`config.mk`:
```
export PLATFORM = sky130hd
export DESIGN_NAME = row_run_encoder
export DESIGN_NICKNAME = d
export VERILOG_FILES = /design/src/rtl/row_run_encoder.sv
export SDC_FILE = /design/constraint.sdc
export NUM_CORES = 1
export LEC_CHECK = 0
export BUFFER_PORTS_ARGS = -buffer_cell sky130_fd_sc_hd__buf_2
export CORE_MARGIN = 2
export CORE_UTILIZATION = 64
export DETAILED_ROUTE_END_ITERATION = 10
export HOLD_SLACK_MARGIN = 0.03
export PLACE_DENSITY = 0.84
export SLEW_MARGIN = 30
export SYNTH_ARGS = -nofsm -noshare
export SYNTH_HDL_FRONTEND = slang
export SYNTH_SLANG_ARGS = --single-unit
export TNS_END_PERCENT = 20
```
`constraint.sdc`:
```
create_clock -name clk -period 9.4 [get_ports clk]
set_input_delay 0.47 -clock clk [delete_from_list [all_inputs] [get_ports clk]]
set_output_delay 0.47 -clock clk [all_outputs]
set_load 0.005 [all_outputs]
```
`src/rtl/row_run_encoder.sv`:
```
// rtl/row_run_encoder.sv - compresses a rasterizer point stream into buffered row run records
module run_fifo #(
    parameter int DEPTH = 4,
    parameter int PTR_W = 2,
    parameter int W     = 26
) (
    input  logic         clk,
    input  logic         rst,
    input  logic         wr_valid,
    input  logic [W-1:0] wr_data,
    input  logic         rd_ready,
    output logic         rd_valid,
    output logic [W-1:0] rd_data,
    output logic         overflow
);
    localparam logic [PTR_W:0] FULL_CNT = DEPTH[PTR_W:0];

    logic [W-1:0]   mem [DEPTH];
    logic [PTR_W-1:0] wr_ptr;
    logic [PTR_W-1:0] rd_ptr;
    logic [PTR_W:0]   count;
    logic             full;
    logic             do_pop;
    logic             do_push;

    assign rd_valid = (count != '0);
    assign full     = (count == FULL_CNT);
    assign do_pop   = rd_valid && rd_ready;
    // a full queue still takes a record when the head leaves on the same edge
    assign do_push  = wr_valid && (!full || do_pop);
    // head fields read as zero while empty so reset shows all-zero outputs
    assign rd_data  = rd_valid ? mem[rd_ptr] : '0;

    // storage array needs no reset; only entries behind count are ever visible
    always_ff @(posedge clk) begin
        if (do_push) begin
            mem[wr_ptr] <= wr_data;
        end
    end

    // pointers wrap naturally at DEPTH; overflow latches until reset
    always_ff @(posedge clk or posedge rst) begin
        if (rst) begin
            wr_ptr   <= '0;
            rd_ptr   <= '0;
            count    <= '0;
            overflow <= 1'b0;
        end else begin
            if (do_push) begin
                wr_ptr <= wr_ptr + 1'b1;
            end
            if (do_pop) begin
                rd_ptr <= rd_ptr + 1'b1;
            end
            case ({do_push, do_pop})
                2'b10:   count <= count + 1'b1;
                2'b01:   count <= count - 1'b1;
                default: count <= count;
            endcase
            if (wr_valid && full && !do_pop) begin
                overflow <= 1'b1;
            end
        end
    end
endmodule

module row_run_encoder #(
    parameter int DEPTH = 4,
    parameter int PTR_W = 2
) (
    input  logic              clk,
    input  logic              rst,
    input  logic              in_valid,
    input  logic signed [7:0] xi,
    input  logic signed [7:0] yi,
    input  logic              out_ready,
    output logic              out_valid,
    output logic signed [7:0] run_y,
    output logic signed [7:0] run_x,
    output logic        [8:0] run_len,
    output logic              run_last,
    output logic              overflow
);
    typedef enum logic {S_IDLE = 1'b0, S_OPEN = 1'b1} state_t;

    state_t      state;
    state_t      state_nxt;
    logic [7:0]  cur_y;
    logic [7:0]  cur_x0;
    logic [7:0]  last_x;
    logic [8:0]  len;
    logic        cont;
    logic        load;
    logic        extend;
    logic        push;
    logic        push_last;
    logic [25:0] push_data;
    logic [25:0] head_data;

    // 9-bit compare keeps 127 -> -128 from looking like a +1 step
    assign cont = (yi == cur_y) && ({xi[7], xi} == ({last_x[7], last_x} + 9'd1));
    assign push_data = {cur_y, cur_x0, len, push_last};

    // run builder state register
    always_ff @(posedge clk or posedge rst) begin
        if (rst) begin
            state <= S_IDLE;
        end else begin
            state <= state_nxt;
        end
    end

    // a dropped in_valid ends the frame; any point keeps or reopens a run
    always_comb begin
        state_nxt = state;
        case (state)
            S_IDLE:  if (in_valid) state_nxt = S_OPEN;
            S_OPEN:  if (!in_valid) state_nxt = S_IDLE;
            default: state_nxt = S_IDLE;
        endcase
    end

    // decode run builder actions: load a new run, extend it, or emit a record
    always_comb begin
        load      = 1'b0;
        extend    = 1'b0;
        push      = 1'b0;
        push_last = 1'b0;
        case (state)
            S_IDLE: begin
                load = in_valid;
            end
            S_OPEN: begin
                if (in_valid) begin
                    if (cont) begin
                        extend = 1'b1;
                    end else begin
                        push = 1'b1;
                        load = 1'b1;
                    end
                end else begin
                    push      = 1'b1;
                    push_last = 1'b1;
                end
            end
            default: ;
        endcase
    end

    // open-run registers; len reaches 256 for a full row without saturating
    always_ff @(posedge clk or posedge rst) begin
        if (rst) begin
            cur_y  <= '0;
            cur_x0 <= '0;
            last_x <= '0;
            len    <= '0;
        end else if (load) begin
            cur_y  <= yi;
            cur_x0 <= xi;
            last_x <= xi;
            len    <= 9'd1;
        end else if (extend) begin
            last_x <= xi;
            len    <= len + 9'd1;
        end
    end

    run_fifo #(
        .DEPTH (DEPTH),
        .PTR_W (PTR_W),
        .W     (26)
    ) u_fifo (
        .clk      (clk),
        .rst      (rst),
        .wr_valid (push),
        .wr_data  (push_data),
        .rd_ready (out_ready),
        .rd_valid (out_valid),
        .rd_data  (head_data),
        .overflow (overflow)
    );

    assign {run_y, run_x, run_len, run_last} = head_data;
endmodule

```
== After elaboration in Yosys (flattened, before gate mapping) ==
Memories as Yosys holds them, arrays and structs flattened.
Index checks and enable logic that the tools add are counted.
Widths: inputs -> output; s select.
Operators by class
  reductions and logical operators: 11
  eq/ne operators: 5
  $add $sub $neg: 6
  multiplexer cells: 19
  bitwise gates (word level): 1
Operator list (number)
  $mux 26: 1
  $mux 9: 2
  $mux 8: 2
  $mux 1: 12
  $add 8x2->9 const B: 1
  $add 9x1->9 const B: 1
  $eq 9x9->1: 1
  $eq 8x8->1: 1
  $pmux 3 s2: 1
  $logic_and 1x1->1: 5
  $add 2x1->2 const B: 2
  $reduce_bool 2->1: 2
  $add 3x1->3 const B: 1
  $eq 3x3->1 const B: 1
  $reduce_bool 3->1: 1
  $sub 3x1->3 const B: 1
  $eq 2x1->1 const B: 1
  $eq 2x2->1 const B: 1
  $logic_not 1->1: 2
  $pmux 1 s2: 1
  $logic_or 1x1->1: 1
  $not 1->1: 1
Storage, ports and cells
  output and inout port bits: 28
  RAM bits: 104
  register bits: 42
  bits of input ports: 20
  memories: 1
Memory list
  u_fifo.mem: words 4, width 26, read ports 1, clocked after Yosys merged registers in 0, wr ports 1, line 18  | logic [W-1:0] mem [DEPTH];

== Logic depth before layout (Yosys ltp) ==
Gate-level depths: netlist of the first run.
  depth in word-level cells: 9
  mapped depth: 14
  depth with buffers taken out: 13

== Cells and area by module ==
From an unflattened synthesis of the first run, not the netlist that was laid out.
Second synthesis, totals
  cells, all modules: 385
  area total of the unflattened synthesis: 6397.4 µm²
Modules (own cells, without submodules)
  run_fifo: cells each 221, times used 1, seq. area each 3323.2 µm², area an instance 4526.8 µm²
  row_run_encoder: cells each 164, times used 1, seq. area each 850.8 µm², area an instance 1870.5 µm²

== Least setup slack after synthesis of the first run ==
OpenSTA, ideal clock, no wires.
  kind: register -> register
  from: register last_x[0]
  to: register u_fifo.count[2]
  slack: 6.315 ns
  setup time: 0.080 ns
  arrival time: 3.005 ns
  buffers on the path: 1
  cell stages (with the launch flop): 15
  cells stage by stage: dfrtp_1 -> ha_1 -> buf_2 -> xor3_1 -> o41ai_2 -> a31oi_1 -> a2111oi_4 -> a311oi_2 -> inv_1 -> ha_1 -> inv_1 -> fa_1 -> xor2_1 -> nor2_1 -> xnor2_1
Between the ends
  longest elaborated chain between the ends: 9
  elaborated cells on any way between the ends: 11
Ends and longest elaborated chain
  start: declaration: line 90  | logic [7:0] last_x;
  start signal: assignment: line 160  | last_x <= xi;
  start signal: assignment: line 163  | last_x <= xi;
  $add 8x2->9 (*): line 101  | assign cont = (yi == cur_y) && ({xi[7], xi} == ({last_x[7], last_x} + 9'd1));
  $eq 9x9->1 (*): line 101
  $logic_and 1x1->1 (*): line 101
  $mux 1 (*): line 135  | if (cont) begin
  $mux 1 (*): line 134  | if (in_valid) begin
  $mux 1 (*): line 129  | case (state)
  $logic_and 1x1->1 (*): line 30  | assign do_push = wr_valid && (!full || do_pop);
  $eq 2x1->1 / $eq 2x2->1 (equally long branches): line 55  | case ({do_push, do_pop})
  $pmux 3 s2 / $reduce_bool 2->1 (equally long branches)
  end signal: assignment: line 56  | 2'b10: count <= count + 1'b1;
  end signal: assignment: line 57  | 2'b01: count <= count - 1'b1;
  end signal: assignment: line 58  | default: count <= count;
  end: declaration: line 21  | logic [PTR_W:0] count;
Every way passes the cells marked *; elsewhere a longest branch is shown, timed or not.
A chain may end at the register's enable or synchronous reset.

== Worst setup path in the final report of the first run ==
Ends and elaborated chain as after synthesis.

==> results of run 1 <==
[flip-flops by register name (all words and copies together), names as in the netlist]
| name | cells |
|---|---|
| u_fifo.count | 3 |
| u_fifo.rd_ptr | 2 |
| cur_y | 8 |
| u_fifo.mem | 104 |
| u_fifo.wr_ptr | 2 |
| u_fifo.overflow | 1 |
| len | 9 |
| cur_x0 | 8 |
| state | 1 |
| last_x | 8 |
[cell usage after synthesis]
cell type / instances / area [um^2]
inv_1: 12 / 45.0
a2111oi_4: 1 / 27.5
a21o_1: 1 / 7.51
nor4_1: 3 / 18.8
mux2_2: 17 / 191
a31oi_1: 4 / 25.0
buf_1: 4 / 15.0
nand3_1: 8 / 40.0
a311oi_1: 1 / 8.76
fa_1: 1 / 20.0
a211oi_1: 1 / 7.51
buf_2: 3 / 15.0
nand2_1: 6 / 22.5
nand4_1: 6 / 37.5
edfxtp_1: 104 / 3120
mux2_1: 10 / 113
o21ba_2: 1 / 10.0
xor2_1: 14 / 123
o21ai_0: 1 / 5.00
clkbuf_1: 5 / 18.8
o21a_1: 1 / 7.51
buf_4: 1 / 7.51
nor2_1: 6 / 22.5
dfrtp_1: 42 / 1050
mux4_2: 26 / 586
o22ai_1: 2 / 12.5
or3_1: 1 / 6.26
buf_6: 1 / 11.3
nor3_1: 2 / 10.0
ha_1: 7 / 87.6
mux2i_1: 1 / 10.0
a311oi_2: 1 / 15.0
xnor2_1: 11 / 96.3
xor3_1: 1 / 23.8
and3_1: 3 / 18.8
a21oi_1: 5 / 25.0
nand4b_1: 2 / 17.5
a31o_2: 2 / 17.5
a31o_1: 1 / 8.76
o41ai_2: 1 / 16.3
and2_1: 31 / 194
o2bb2ai_1: 2 / 17.5
[cell families after synthesis]
logic type | after synthesis | share of synthesized area, %
muxes | 54 | 14.7
xor gates and xnor gates | 26 | 3.96
AOI/OAI and AO/OA | 25 | 3.45
DFF | 146 | 68.0
adders and majority gates | 8 | 1.75
and+or+nand+nor | 68 | 6.32
buffers and inverters | 26 | 1.84
[power groups by stage]
| stage | Sequential, mW | Combinational [mW] | Clock [mW] |
|---|---|---|---|
| 6_report | 0.912 | 0.523 | 0.614 |
| 2_1_floorplan | 0.868 | 0.380 | 0 |
| 3_3_place_gp | 0.914 | 0.512 | 0 |
| 3_5_place_dp | 0.922 | 0.519 | 0 |
| 4_1_cts | 0.913 | 0.530 | 0.620 |
| 5_1_grt | 0.930 | 0.571 | 0.645 |
[per-stage QoR]
step	hold slack, ns	cells	worst slack [ns]
finish	0.0815	553	6.00
floorplan	0.459	353	6.31
CTS	0.0850	553	6.00
global placement	0.466	521	6.20
global route	0.122	553	5.79
detailed placement	0.477	521	6.01
[worst max-delay path: stages, from the launching register on]
cell,delay [ns]
dfrtp_1,0.43
ha_1,0.32
a21o_1,0.22
nand4_1,0.10
a311oi_1,0.10
nor4_1,0.70
a311oi_2,0.33
inv_1,0.13
ha_1,0.19
inv_1,0.06
fa_1,0.37
xor2_1,0.15
nor2_1,0.11
xnor2_1,0.12
[area by class of cell]
type | count | area, um^2
multi-input combinational | 181 | 1850
inverter | 12 | 45.0
clock buffer | 18 | 428
clock inverter | 14 | 121
sequential | 146 | 4180
fill | 530 | 2220
tap | 129 | 161
timing repair buffer | 53 | 280
[how the worst min path moves through the flow]
stage	end	cells past startpoint	from	slack [ns]
floorplan	u_fifo.count[0]	1	u_fifo.count[0]	0.46
global placement	u_fifo.rd_ptr[1]	1	u_fifo.rd_ptr[1]	0.47
detailed placement	u_fifo.rd_ptr[1]	1	u_fifo.rd_ptr[1]	0.48
CTS	u_fifo.rd_ptr[1]	3	rst	0.09
global route	u_fifo.count[1]	3	rst	0.12
finish	u_fifo.count[0]	3	rst	0.08
[layer usage]
metal	share of wire, %	up-vias	GRT usage (%)
met4	2.2	0	10.5
met5	0	-	0
li1	-	1476	-
met1	40	1700	33.4
met2	51	152	39.7
met3	7.2	19	4.99
==> flow_summary.ini, run 1 <==
[global_routing]
grt_pass1_wl_um = 18300
overflow = 0
antenna_found_initial = 0
grt_pass1_vias = 3446
grt_usage_pct = 24.6
grt_max_degree = 43

[placed_design]
io_buffers = 47
place.gp.congestion = 0.793
hpwl_um = 6730
placed_cell_area_mm2 = 0.00651

[clock_network]
post_cts_resized = 0
clk_latency_ns = 0.52
post_cts_buffers = 0
cts_sinks = 146
numCtsBuffers = 17
clk_pin_slew_ns = 0.06
cts_max_level = 4
cts_root_buffer = clkbuf_8
cts.path.max_buffers = 2
cts_tree = done
postCtsHoldBufs = 0

[sta]
setup_viol = 0
clock_skew_ns = 0.00917
clock.fmax_mhz = 294
rsz0062_at_grt = no
hold_viol = 0
setup_tns_ns = 0
fin_crit_sh_pct = 36.2
slew_viol_final = 0
slew_headroom_pct = 41.5
fin_crit_ns = 3.40
worst_pin_slew_ns = 0.878

[finish]
final_common_cell = edfxtp_1
drive_gt1_share_pct = 32.1
final_util_pct = 76.1
layout_common_cells = 104 x edfxtp_1, 47 x buf_2, 41 x dfrtp_1
final_cell_area_mm2 = 0.00707
synthToLayoutAreaGrowth_pct = 15.2
final_nets = 439
n_antenna_cell = 0

[critical_path]
r2r_cells = 13
cp-endpoint = u_fifo.count[2]
reg2reg_to = u_fifo.count[2]
rrSetupSlack_ns = 6.00
worst_setup_path_start_kind = flop
r2r-start = last_x[0]
crit_fanout = 7
path_class = flop to flop
crit_start = last_x[0]
cp.required_ns = 9.84
worst_setup_path_end_kind = flop
cp.arrival_ns = 3.84

[power]
irDropWorstVdd_uv = 244
intPower_mw = 1.45
leakage_nw = 2.56
p_comb_share_pct = 25.5
p_seq_share_pct = 44.5
p_switching_mw = 0.603
totalPowerFinal_mw = 2.05
switching_share_pct = 29.4
power-per-cell-area_mw_per_mm2 = 290
p_clk_share_pct = 30.0

[logic_synthesis]
synth_nets = 381
synth-seq-cells = 146
ys_seq_area_share_pct = 68.0
synthCells = 353
ys_types = 42
syn_avg_cell_area_um2 = 17.4
syn_area_mm2 = 0.00614
synth_warnings = 0

[detailed_routing]
drtPass1Iterations = 5
viasPerCell = 6.05
vias = 3347
wl_um = 11600
drtIter0Drc = 269
routedWlPerCell_um = 20.9
drc_errors = 0
antenna_left = 0

[die]
fp.coreArea_mm2 = 0.00928
fp.dieH_um = 102
start_util_pct = 66.1
io_pins = 48
die_w_um = 102
die_area_mm2 = 0.0104
num_rows = 35

[hold_path]
hp-class = primary input to async pin

[job]
drv_cap = 0

[run_status]
status = finished clean
Note: power is estimated with default switching activity, not from simulation.
==> run 2: changes to the inputs <==
--- a/config.mk
+++ b/config.mk
@@ -7,10 +7,10 @@
 export LEC_CHECK = 0
 export BUFFER_PORTS_ARGS = -buffer_cell sky130_fd_sc_hd__buf_2
 export CORE_MARGIN = 2
-export CORE_UTILIZATION = 64
+export CORE_UTILIZATION = 59
 export DETAILED_ROUTE_END_ITERATION = 10
 export HOLD_SLACK_MARGIN = 0.03
-export PLACE_DENSITY = 0.84
+export PLACE_DENSITY = 0.79
 export SLEW_MARGIN = 30
 export SYNTH_ARGS = -nofsm -noshare
 export SYNTH_HDL_FRONTEND = slang
==> constraint.sdc (replaced) <==
create_clock -name clk -period 3.4 [get_ports clk]
set_input_delay 0.17 -clock clk [delete_from_list [all_inputs] [get_ports clk]]
set_output_delay 0.17 -clock clk [all_outputs]
set_load 0.005 [all_outputs]
==> run 2 against run 1 <==
Total power grew to 2.9 times the previous value. Final area grew 5.0%. Clock-buffer cell count is the same. Hold slack lost 0.029 ns. Final cell count grew 6.3%. First-iteration DRC count grew 4.8%. Non-clock buffer count grew 28. Sequential share of layout area shrank 2.8 points. Sequential power grew to 2.7 times the previous value. Combinational power grew to 3.0 times the previous value. Via count grew 3.7%.
==> flow_summary.ini, run 2 (same netlist as run 1, synthesis figures left out) <==
[die]
io_pins = 48
num_rows = 37
fp.dieH_um = 106
fp.coreArea_mm2 = 0.0102
die_w_um = 106
start_util_pct = 60.0
die_area_mm2 = 0.0112

[detailed_routing]
wl_met2_um = 6120
wl_met1_um = 4910
vias = 3470
wl_um = 11900
routedWlPerCell_um = 20.2
wl_met3_um = 614
drtIter0Drc = 282
viasPerCell = 5.90
antenna_left = 0
dr.max_layer_used = met4
drtPass1Iterations = 4
drc_errors = 0

[sta]
fin_crit_sh_pct = 94.6
clock.fmax_mhz = 311
layout_setup_ws_ns = 0.185
hold_viol = 0
fin_crit_ns = 3.22
setup_viol = 0
setup_tns_ns = 0
worst_pin_slew_ns = 0.623
whs_ns = 0.0524
rsz0062_at_grt = no
clock_skew_ns = 0.00623
slew_headroom_pct = 58.1
slew_viol_final = 0

[clock_network]
clk_latency_ns = 0.52
cts.path.max_buffers = 2
cts_sinks = 146
clk_pin_slew_ns = 0.06
numCtsBuffers = 17
cts_max_level = 4
post_cts_buffers = 0
cts_tree = done
cts_root_buffer = clkbuf_8

[critical_path]
r2r_cells = 13
r2r-start = last_x[0]
cp.arrival_ns = 3.65
worst_setup_path_start_kind = flop
path_class = flop to flop
crit_start = last_x[0]
crit_fanout = 7
cp.required_ns = 3.84
worst_setup_path_end_kind = flop

[global_routing]
grt_pass1_vias = 3734
grt_usage_pct = 23.1
overflow = 0
grt_max_degree = 43
antenna_found_initial = 0
grt_pass1_wl_um = 19000

[hold_path]
min-delay-start = out_ready
hp-class = primary input to flop
hold-path-cell-count = 3

[placed_design]
place.gp.congestion = 0.831
io_buffers = 47
dpl_worst_slack_ns = 0.155
dp_cells = 538
placed_cell_area_mm2 = 0.00661
hpwl_um = 7150

[finish]
final_nets = 467
final_cells = 588
multi_input_area_mm2 = 0.00185
synthToLayoutAreaGrowth_pct = 20.9
drive_gt1_share_pct = 32.1
layout_common_cells = 104 x edfxtp_1, 47 x buf_2, 41 x dfrtp_1
final_cell_area_mm2 = 0.00742
final_common_cell = edfxtp_1
seq_area_mm2 = 0.00418
n_antenna_cell = 0
final_util_pct = 72.5
regMostFlops = u_fifo.mem
largest_reg_flops = 104
top_regs = u_fifo.mem (104), len (9)
fillers = 606

[power]
leakage_nw = 2.73
power-per-cell-area_mw_per_mm2 = 805
irDropWorstVdd_uv = 513
totalPowerFinal_mw = 5.97

[run_status]
status = finished clean

[job]
drv_cap = 0
## run 2: repair_timing
item	in CTS	in global routing
hold buffers	18	0
gates resized for setup	0	1
setup endpoints to repair	0	1
hold endpoints to repair	67	0
## run 2: final timing paths
check / endpoint / slack [ns]
worst min register to register: u_fifo.overflow / 0.50
worst min-delay path: u_fifo.rd_ptr[0] / 0.05
max in group asynchronous: u_fifo.rd_ptr[0] / 2.64
worst max-delay path: u_fifo.count[2] / 0.18
worst max register to register: u_fifo.count[2] / 0.18
min in group asynchronous: cur_y[3] / 0.33
## run 2: layout make-up
class | count | area share (%)
sequential | 146 | 56.3
multi-input combinational | 181 | 25.0
timing repair buffer | 81 | 7.38
clock buffer | 18 | 5.63
clock inverter | 14 | 2.87
tap | 136 | 2.29
inverter | 12 | 0.607
## run 2: critical path, stage by stage, from the launching register on
cell       delay (ns)
dfrtp_1          0.45
ha_2             0.31
xor3_1           0.35
o41ai_2          0.20
a31oi_1          0.10
a2111oi_4        0.41
a311oi_2         0.19
inv_1            0.10
ha_1             0.19
inv_1            0.07
fa_1             0.38
xor2_1           0.15
nor2_1           0.11
xnor2_1          0.13
## run 2: metal layers
layer / global-route usage, % / up-vias
met5: 0 / -
met4: 9.68 / 0
met3: 5.76 / 26
met2: 38.3 / 132
met1: 29.5 / 1787
li1: - / 1525
## run 2: where the power goes
part           leakage (nW)  internal (mW)  total (mW)  switching (mW)
registers              1.44           2.28        2.46           0.180
logic                 0.996          0.829        1.56           0.731
clock network         0.297           1.26        1.95           0.689
total                  2.73           4.37        5.97            1.60
==> run 3: changes to the inputs <==
--- a/config.mk
+++ b/config.mk
@@ -10,7 +10,7 @@
 export CORE_UTILIZATION = 59
 export DETAILED_ROUTE_END_ITERATION = 10
 export HOLD_SLACK_MARGIN = 0.03
-export PLACE_DENSITY = 0.79
+export PLACE_DENSITY = 0.87
 export SLEW_MARGIN = 30
 export SYNTH_ARGS = -nofsm -noshare
 export SYNTH_HDL_FRONTEND = slang
==> constraint.sdc (replaced) <==
create_clock -name clk -period 3 [get_ports clk]
set_input_delay 0.15 -clock clk [delete_from_list [all_inputs] [get_ports clk]]
set_output_delay 0.15 -clock clk [all_outputs]
set_load 0.005 [all_outputs]
==> run 3 against run 2 <==
Final cell count stayed put. Flip-flop and latch count stayed put. Sequential power is 15% higher. First-iteration DRC count is 15% higher. Routed wire length is 7.4% higher. Fmax is 7.8% higher. Clock-buffer cell count is 2 higher. Register-to-register slack worse by 0.17 ns. Total power is 12% higher. Global-route usage is 1.5 points higher. Final area is 0.56% higher. Largest cell class unchanged.
==> flow_summary.ini, run 3 (same netlist as run 1, synthesis figures left out) <==
[global_routing]
grt_max_degree = 28
overflow = 0
grt_pass1_vias = 3695
grt_usage_pct = 24.6
grt_pass1_wl_um = 20100
antenna_found_initial = 0

[placed_design]
placed_cell_area_mm2 = 0.00665
place.gp.congestion = 0.820
hpwl_um = 7210
io_buffers = 47

[finish]
final_common_cell = edfxtp_1
drive_gt1_share_pct = 33.6
top_regs = u_fifo.mem (104), len (9)
fillers = 553
largest_reg_flops = 104
final_nets = 467
multi_input_area_mm2 = 0.00189
regMostFlops = u_fifo.mem
seq_area_mm2 = 0.00418
synthToLayoutAreaGrowth_pct = 21.6
final_cell_area_mm2 = 0.00746
layout_common_cells = 104 x edfxtp_1, 47 x buf_2, 39 x dfrtp_1
n_antenna_cell = 0

[critical_path]
reg2reg_to = u_fifo.count[2]
r2r-start = last_x[0]
cp.depth = 13
worst_setup_path_end_kind = flop
path_cells = buf_4 > nand2_1 > or3_1 > a31oi_1 > a2111oi_4 > a311oi_2 > inv_1 > ha_2 > inv_2 > fa_2 > xor2_1 > nor2_1 > xnor2_1
crit_fanout = 5
critPathBufInv = 3
cp-endpoint = u_fifo.count[2]
crit_start = last_x[0]
worst_setup_path_start_kind = flop
crit_slowest_cell = dfrtp_1
cp_top_family = compound AO/OA/AOI/OAI gates
r2r_cells = 13
cp.required_ns = 3.41
rrSetupSlack_ns = 0.02
path_class = flop to flop
cp.arrival_ns = 3.40
critPathMaxStageDelay_ns = 0.41

[sta]
whs_ns = 0.184
fin_crit_sh_pct = 99.4
fin_crit_ns = 2.98
slew_headroom_pct = 53.6
hold_viol = 0
worst_pin_slew_ns = 0.692
rsz0062_at_grt = yes
clock.fmax_mhz = 335
setup_viol = 0
clock_skew_ns = 0.00657
slew_viol_final = 0

[clock_network]
cts_root_buffer = clkbuf_8
cts.path.max_buffers = 2
clk_latency_ns = 0.53
cts_tree = done
clk_pin_slew_ns = 0.06
cts_max_level = 4
numCtsBuffers = 17
cts_sinks = 146

[die]
io_pins = 48
die_area_mm2 = 0.0112
fp.dieH_um = 106
num_rows = 37
start_util_pct = 60.0
die_w_um = 106
fp.coreArea_mm2 = 0.0102

[detailed_routing]
viasPerCell = 5.95
drtPass1Iterations = 5
antenna_left = 0
routedWlPerCell_um = 21.7
drc_errors = 0
wl_um = 12700
vias = 3496
drtIter0Drc = 324

[job]
drv_cap = 0

[power]
power-per-cell-area_mw_per_mm2 = 899
leakage_nw = 2.74
irDropWorstVdd_uv = 460
totalPowerFinal_mw = 6.71

[run_status]
status = finished clean

[hold_path]
hp-class = primary input to async pin
-- run 3: cell count changes in the layout (fill, tap and decap cells not counted), moves of 2 or more --
| cell | before | now |
|---|---|---|
| buf_4 | 15 | 10 |
| clkbuf_8 | 1 | 3 |
| clkinv_4 | 2 | 0 |
| buf_12 | 1 | 5 |
| clkinv_2 | 3 | 8 |
| nor4_2 | 0 | 2 |
| bufinv_16 | 5 | 3 |
| dfrtp_1 | 41 | 39 |
| nor4_1 | 3 | 1 |
| dfrtp_2 | 1 | 3 |
| clkinvlp_4 | 4 | 1 |
-- run 3: what timing repair did --
action                     in CTS  in global routing
hold endpoints to repair       44                  0
setup buffers                   0                  1
setup endpoints to repair       1                  2
gates resized for setup         0                  9
pin swaps                       1                  4
hold buffers                   19                  0
-- run 3: per-layer routing --
| metal | GRT usage (%) | wire, um |
|---|---|---|
| met5 | 0 | 0 |
| met3 | 6.56 | 725 |
| met1 | 30.9 | 4930 |
| met2 | 41.2 | 6760 |
| met4 | 9.77 | 315 |
-- run 3: worst min-delay path by stage --
stage             start          endpoint  slack [ns]  cells past startpoint
2_1_floorplan  in_valid             state        0.18                      0
3_3_place_gp        rst  u_fifo.wr_ptr[1]        0.19                      2
6_report            rst   u_fifo.count[1]        0.18                      3
3_5_place_dp        rst  u_fifo.wr_ptr[1]        0.21                      2
5_1_grt             rst   u_fifo.count[1]        0.22                      3
4_1_cts             rst   u_fifo.overflow        0.20                      3
-- run 3: worst register-to-register path, delay by kind of cell (launching register included) --
family,cells,cell delay (ns)
xor+xnor,2,0.29
buf+inv,3,0.32
fa+ha+maj,2,0.40
simple gates,3,0.55
compound gates,3,0.90
flops,1,0.41
-- run 3: where the power goes --
group,switching [mW],internal [mW]
Combinational,0.821,0.981
Sequential,0.238,2.59
Clock,0.784,1.30
-- run 3: cell type report --
type	instances	area share (%)
clock buffers	20	5.97
multi-input cells	181	25.3
repair buffers	81	8.05
inverters	12	0.604
clock inverters	12	1.84
flip-flops and latches	146	56.0
well taps	136	2.28
-- run 3: per-stage QoR --
step                      TNS, ns  instances  utilization [%]  setup WS (ns)
after floorplan                 0        353                -         0.0224
after global routing       -0.121        588             72.9        -0.0971
after CTS                       0        587             72.5        0.00754
after global placement          0        536             65.0          0.159
after detailed placement        0        536             65.0         0.0706
final                           0        588             72.9         0.0175
